[src/rtl/serial_subtractor_pkg.sv]
// Shared types and sizing helpers for the bit-serial subtractor.
package serial_subtractor_pkg;

  typedef enum logic [1:0] {
    ST_IDLE  = 2'd0,
    ST_SHIFT = 2'd1,
    ST_DONE  = 2'd2
  } state_e;

  // The counter must be able to hold WIDTH itself after the final shift.
  function automatic int cnt_w(input int width);
    return $clog2(width + 1);
  endfunction

endpackage

[src/rtl/full_subtractor.sv]
// One-bit full-subtractor cell: diff = a ^ b ^ bin, borrow-out when a < b + bin.
module full_subtractor (
  input  logic a_i,
  input  logic b_i,
  input  logic bin_i,
  output logic diff_o,
  output logic bout_o
);

  assign diff_o = a_i ^ b_i ^ bin_i;
  assign bout_o = (~a_i & b_i) | (~(a_i ^ b_i) & bin_i);

endmodule

[src/rtl/serial_subtractor.sv]
// Bit-serial A - B - bin, LSB first, one bit per clock with valid/ready on both sides.
// Optional SERIAL_SUBTRACTOR_SAT_EN clamps the difference to zero when the final borrow is set.
module serial_subtractor
  import serial_subtractor_pkg::*;
#(
  parameter int WIDTH = 8
) (
  input  logic             clk_i,
  input  logic             reset_n_i,
  input  logic [WIDTH-1:0] a_i,
  input  logic [WIDTH-1:0] b_i,
  input  logic             bin_i,
  input  logic             in_valid_i,
  output logic             in_ready_o,
  output logic [WIDTH-1:0] diff_o,
  output logic             bout_o,
  output logic             out_valid_o,
  input  logic             out_ready_i,
  output logic             busy_o,
  output state_e           state_o
);

  // Handshake rule: a transfer happens on a rising edge where valid and ready are both 1;
  // in_ready_o is high only in ST_IDLE and out_valid_o only in ST_DONE, so they never overlap.

  localparam int             CW       = cnt_w(WIDTH);
  localparam logic [CW-1:0]  CNT_LAST = CW'(WIDTH - 1);

  state_e           r_state;
  state_e           w_next_state;
  logic [WIDTH-1:0] r_a_sr;
  logic [WIDTH-1:0] r_b_sr;
  logic [WIDTH-1:0] r_res_sr;
  logic [WIDTH-1:0] w_res_next;
  logic [WIDTH-1:0] w_diff_sel;
  logic [CW-1:0]    r_cnt;
  logic             r_borrow;
  logic             w_d;
  logic             w_bo;

  full_subtractor u_cell (
    .a_i    (r_a_sr[0]),
    .b_i    (r_b_sr[0]),
    .bin_i  (r_borrow),
    .diff_o (w_d),
    .bout_o (w_bo)
  );

  always_ff @(posedge clk_i or negedge reset_n_i) begin
    if (!reset_n_i) begin
      r_state <= ST_IDLE;
    end else begin
      r_state <= w_next_state;
    end
  end

  always_comb begin
    w_next_state = r_state;
    case (r_state)
      ST_IDLE:  if (in_valid_i)        w_next_state = ST_SHIFT;
      ST_SHIFT: if (r_cnt == CNT_LAST) w_next_state = ST_DONE;
      ST_DONE:  if (out_ready_i)       w_next_state = ST_IDLE;
      default:                         w_next_state = ST_IDLE;
    endcase
  end

  // Result bits enter at the MSB so after WIDTH shifts the LSB sits at bit 0.
  always_comb begin
    w_res_next            = r_res_sr >> 1;
    w_res_next[WIDTH-1]   = w_d;
  end

  always_ff @(posedge clk_i or negedge reset_n_i) begin
    if (!reset_n_i) begin
      r_a_sr   <= '0;
      r_b_sr   <= '0;
      r_res_sr <= '0;
      r_borrow <= 1'b0;
      r_cnt    <= '0;
    end else begin
      case (r_state)
        ST_IDLE: begin
          if (in_valid_i) begin
            r_a_sr   <= a_i;
            r_b_sr   <= b_i;
            r_borrow <= bin_i;
            r_cnt    <= '0;
          end
        end
        ST_SHIFT: begin
          r_a_sr   <= r_a_sr >> 1;
          r_b_sr   <= r_b_sr >> 1;
          r_res_sr <= w_res_next;
          r_borrow <= w_bo;
          r_cnt    <= r_cnt + 1'b1;
        end
        default: ;
      endcase
    end
  end

`ifdef SERIAL_SUBTRACTOR_SAT_EN
  assign w_diff_sel = r_borrow ? '0 : r_res_sr;
`else
  assign w_diff_sel = r_res_sr;
`endif

  always_comb begin
    in_ready_o  = (r_state == ST_IDLE);
    out_valid_o = (r_state == ST_DONE);
    busy_o      = (r_state == ST_SHIFT) || (r_state == ST_DONE);
    diff_o      = out_valid_o ? w_diff_sel : '0;
    bout_o      = out_valid_o ? r_borrow : 1'b0;
    state_o     = r_state;
  end

endmodule

[config.mk]
export PLATFORM = sky130hd
export DESIGN_NAME = serial_subtractor
export DESIGN_NICKNAME = d
export VERILOG_FILES = /design/src/rtl/serial_subtractor_pkg.sv /design/src/rtl/full_subtractor.sv /design/src/rtl/serial_subtractor.sv
export SDC_FILE = /design/constraint.sdc
export NUM_CORES = 1
export LEC_CHECK = 0
export ABC_AREA = 1
export CAP_MARGIN = 20
export CORE_MARGIN = 2
export CORE_UTILIZATION = 45
export DETAILED_ROUTE_END_ITERATION = 10
export PLACE_DENSITY = 0.71
export SYNTH_ARGS = -nofsm -noshare
export SYNTH_HDL_FRONTEND = slang
export SYNTH_SLANG_ARGS = --single-unit
export TNS_END_PERCENT = 5
[constraint.sdc]
create_clock -name clk_i -period 1.22 [get_ports clk_i]
set_input_delay 0.305 -clock clk_i [delete_from_list [all_inputs] [get_ports clk_i]]
set_output_delay 0.305 -clock clk_i [all_outputs]
set_load 0.03 [all_outputs]
* Word-level counts from Yosys, hierarchy flattened *
Cells that the tools add are included.

word-level totals
  logic and storage cells = 39
  ROM bits = 0
  output and inout bits = 14
  memories kept = 0
  memory bits (writable) = 0
  bits in latches = 0
  bits of input ports = 21
  register bits = 31

operators by class
  equal/unequal tests = 6
  muxes and demuxes = 14
  $add $sub $neg = 1
  $mul = 0
  order comparisons = 0
  divide/modulo/power cells = 0
  bitwise logic cells = 7
  shift operators = 0
  reductions and logical operators = 5

operators with widths
  cell                                                    number
  one-hot mux 8 bit (2 select lines)                      2
  two-way mux 8 bit                                       3
  one-hot mux 4 bit (2 select lines)                      1
  two-way mux 2 bit                                       3
  one-hot mux 2 bit (3 select lines)                      1
  adder 4 x 1 -> 4 bit (second input constant)            1
  equality test 4 x 3 -> 1 bit (second input constant)    1
  two-way mux 4 bit                                       1
  inequality test 2 bit (second input constant)           2
  AND reduction 3 bit                                     1
  bitwise AND 1 bit                                       2
  equality test 2 x 1 -> 1 bit (second input constant)    1
  equality test 2 bit (second input constant)             1
  zero test 2 bit                                         1
  two-way mux 1 bit                                       2
  inequality test 2 x 1 -> 1 bit (second input constant)  1
  inverter 1 bit                                          2
  one-hot mux 1 bit (2 select lines)                      1
  AND reduction 2 bit                                     1
  nonzero test 2 bit                                      1
  XOR 1 bit                                               2
  logical OR 1 bit                                        1
  bitwise OR 1 bit                                        1

* Depth between registers and ports, before layout *
Gate-level depths: netlist of the first run.

  depth after elaboration = 5
  gate-level depth with buffers = 9
  depth with buffers taken out = 8

* Cells and area by module *
From an unflattened synthesis of the first run, not the netlist that was laid out.

second synthesis, totals
  cell total of the unflattened synthesis = 198
  area total of the unflattened synthesis = 1,614.0 um2

modules (own cells, without submodules)
  module             instances  cells each  sequential area each (um2)  area an instance (um2)
  serial_subtractor  1          194         775.7                       1,582.8
  full_subtractor    1          4           0.0                         31.3

* Worst setup path after synthesis of the first run *
OpenSTA, ideal clock, no wires.

  path type = register to output
  start point = reg r_state[0], in the netlist state_o[0]
  end point = out bout_o
  cell stages (with the launch flop) = 6
  arrival time = 1.465 ns
  path slack = -0.550 ns
  path through = dfrtp_1 -> inv_1 -> ha_1 -> buf_2 -> nand2_1 -> inv_1

between the ends
  longest elaborated chain between the ends = 2

ends and longest elaborated chain
  element                   line                      source
  start: declaration        serial_subtractor.sv:29   state_e r_state;
  start signal: assignment  serial_subtractor.sv:53   r_state <= w_next_state;
  equality test 2 bit       serial_subtractor.sv:110  out_valid_o = (r_state == ST_DONE);
  via out_valid_o           serial_subtractor.sv:17   output logic out_valid_o,
  two-way mux 1 bit         serial_subtractor.sv:113  bout_o = out_valid_o ? r_borrow : 1'b0;
  end: declaration          serial_subtractor.sv:16   output logic bout_o,

The timed path passes the listed nets, and every way through them passes these cells.

* Worst setup path after layout of the first run *
  start point = reg r_state[1], in the netlist state_o[1]
  end point = out bout_o

between the ends
  longest elaborated chain between the ends = 2

ends and longest elaborated chain
  element              line
  equality test 2 bit  serial_subtractor.sv:110
  two-way mux 1 bit    serial_subtractor.sv:113

Every way passes these cells.

==> run summary, run 1 <==
I/O pin total: 35
DR pass1 iterations: 4
Setup TNS: -12.79 ns
Hold Fails Final Rpt: 0
die area: 0.00414 mm2
Worst slew margin: 0.878
core area: 0.00342 mm2
RSZ-0062 raised after global routing: yes
CP max FO: 6
Max Clock Skew: 0.00815 ns
Max VDD drop: 1.38 mV
Finished Core Util: 0.684
worst-margin pin slew: 0.184 ns
# setup viols final: 45
post-route setup slack: -0.438 ns
# diodes: 0
Area contributors post-synth: dfrtp_1, nand2_1, inv_1, o211ai_1, ha_1
initial antenna violation count: 0
largest net degree at the start of global routing: 32
worst hold path class: input port to asynchronous set/reset pin
WS Path Type: flop to output port
Syn Area/Cell: 8.36 um2
failing checks: negative setup slack
post-DP HPWL: 2410 um
Yosys reg bits: 31
fraction of registers with async set/reset: 1.00
Hold Slack: 0.338 ns
P per Cell Area: 2490 mW/mm2
die height: 64.4 um
non-filler instance count after layout: 288
CTS Buf Count: 5
first-pass GRT wire length: 5930 um
clk slew on worst S/H paths: 0.09 ns
Syn-to-layout area delta: 42.5%
syn_nets: 223
Initial Util: 0.480
routability cong.: 0.773
total track usage: 0.186
Synth Flop Type: dfrtp_1
Root Driver: clkbuf_4
mapped cell area: 0.00164 mm2
final-report max-slew violation count: 0
maximum operating frequency: 0.603 GHz
vias in the first global route: 1399
count leader, synth: nand2_1
nets: 269
Synth area leader: dfrtp_1
type of origin of the critical path: flop
Max-Cap Viols: 0
crit path capture type: output port
CTS tree: built
Commonest cells post-synth: nand2_1, dfrtp_1, inv_1
Cells after Synth: 196
CTS H-tree depth: 2
yosys warns: 0
port bufs: 34
Seq/Total Area, Yosys: 0.473
detailed-route DRC error count: 0
Die Span X: 64.4 um
DRT antenna net count: 0
final period utilization: 1.36
Inst Count DP: 277
worst-case clock buffer depth: 2
Fillers: 280
Initial DRC Count: 68
Post-synth EDFFs: 0
fin crit period: 1.66 ns
Synth cell types: 22
CTS sink cnt: 31
Req. time, crit path: 0.91 ns
routed length per instance: 12.0 um
WP data arrival: 1.35 ns
share of cells above drive strength 1: 0.326
leakage: 1.22 nW
Site Rows: 21
post-DR vias/cell: 4.87
vias: 1403
worst slack, placed: -0.202 ns
total length of routed wires: 3450 um
status: finished, violations left
post-synth top area share: 0.473
clk_lat worst skew: 0.33 ns
overflow left after global routing: 0
[layout make-up]
type,count,area (um2),area share
well taps,46,57.6,0.0246
clock buffers,7,45.0,0.0193
repair buffers,48,532,0.228
flip-flops and latches,31,778,0.333
multi-input cells,135,802,0.343
inverters,21,121,0.0520
[kinds of logic after synthesis]
logic type | synth area share
AOI/OAI and AO/OA | 0.102
DFF | 0.473
buffers and inverters | 0.104
adders and majority gates | 0.0504
and+or+nand+nor | 0.270
[critical path, cell delays in order, from the launching register on]
cell	delay (ns)
dfrtp_2	0.47
ha_4	0.19
buf_12	0.14
nand2_4	0.06
inv_4	0.03
buf_6	0.12
[power by group]
group	leakage, nW	internal [mW]	switching (mW)
Sequential	0.390	1.50	0.360
Clock	0.0254	0.217	0.322
Combinational	0.800	1.55	1.87
Total	1.22	3.26	2.55
[layer usage]
metal | share of wire | track usage | routed length (um) | vias up
li1 | - | - | - | 703
met1 | 0.40 | 0.208 | 1370 | 662
met4 | 0.012 | 0.0479 | 42 | 0
met2 | 0.54 | 0.341 | 1860 | 32
met5 | 0 | 0 | 0 | -
met3 | 0.051 | 0.0599 | 175 | 6
[final timing paths]
kind	cells past startpoint	start	slack [ns]	end
hold / removal	2	reset_n_i	0.34	r_cnt[2]
max in group asynchronous	2	reset_n_i	0.71	state_o[1]
setup / recovery	5	state_o[1]	-0.44	bout_o
hold reg to reg	2	r_b_sr[2]	0.48	r_b_sr[2]
min in group clk_i	2	r_b_sr[2]	0.48	r_b_sr[2]
setup reg to reg	7	state_o[0]	-0.42	r_a_sr[6]
[state kept, by name, summed over array words and instances, names as in the netlist]
register and flops:
r_a_sr 8, r_b_sr 8, r_res_sr 8, r_cnt 4, state_o 2, r_borrow 1
[through the flow]
stage / total power [mW] / area, um2
final: 5.81 / 2340
after global routing: 6.32 / 2340
after CTS: 5.75 / 2310
after detailed placement: 4.84 / 2120
after global placement: 4.72 / 2120
after floorplan: 4.14 / 1740
[cells in the final DEF, fill, tap and decap left out, types with 5 or more instances in the layout]
cell / n
buf_4: 6
buf_6: 17
clkbuf_4: 5
clkdlybuf4s50_1: 20
dfrtp_1: 29
inv_1: 7
inv_4: 12
nand2_1: 71
nand2_2: 7
nand2_4: 7
nand3_1: 6
o211ai_1: 9
or2_2: 6
[timing repair]
action                     CTS  global route
setup endpoints to repair   44            45
gates cloned                 0             0
hold buffers                 0             0
setup buffers                3             1
hold endpoints to repair     0             0
pin swaps                    5             8
gates resized for setup     29             9
(Power assumes the default switching activity.)
==> run 2, diff against run 1 <==
--- a/config.mk
+++ b/config.mk
@@ -6,11 +6,11 @@
 export NUM_CORES = 1
 export LEC_CHECK = 0
 export ABC_AREA = 1
-export CAP_MARGIN = 20
 export CORE_MARGIN = 2
 export CORE_UTILIZATION = 45
 export DETAILED_ROUTE_END_ITERATION = 10
 export PLACE_DENSITY = 0.71
+export SETUP_SLACK_MARGIN = 0.5
 export SYNTH_ARGS = -nofsm -noshare
 export SYNTH_HDL_FRONTEND = slang
 export SYNTH_SLANG_ARGS = --single-unit
==> results of run 2 <==
No change in the layout: final DEF, timing and power equal those of run 1.
==> run 3, diff against run 2 <==
--- a/config.mk
+++ b/config.mk
@@ -8,6 +8,7 @@
 export ABC_AREA = 1
 export CORE_MARGIN = 2
 export CORE_UTILIZATION = 45
+export CTS_CLUSTER_SIZE = 30
 export DETAILED_ROUTE_END_ITERATION = 10
 export PLACE_DENSITY = 0.71
 export SETUP_SLACK_MARGIN = 0.5
==> results of run 3 <==
No change in the layout: final DEF, timing and power equal those of run 1.
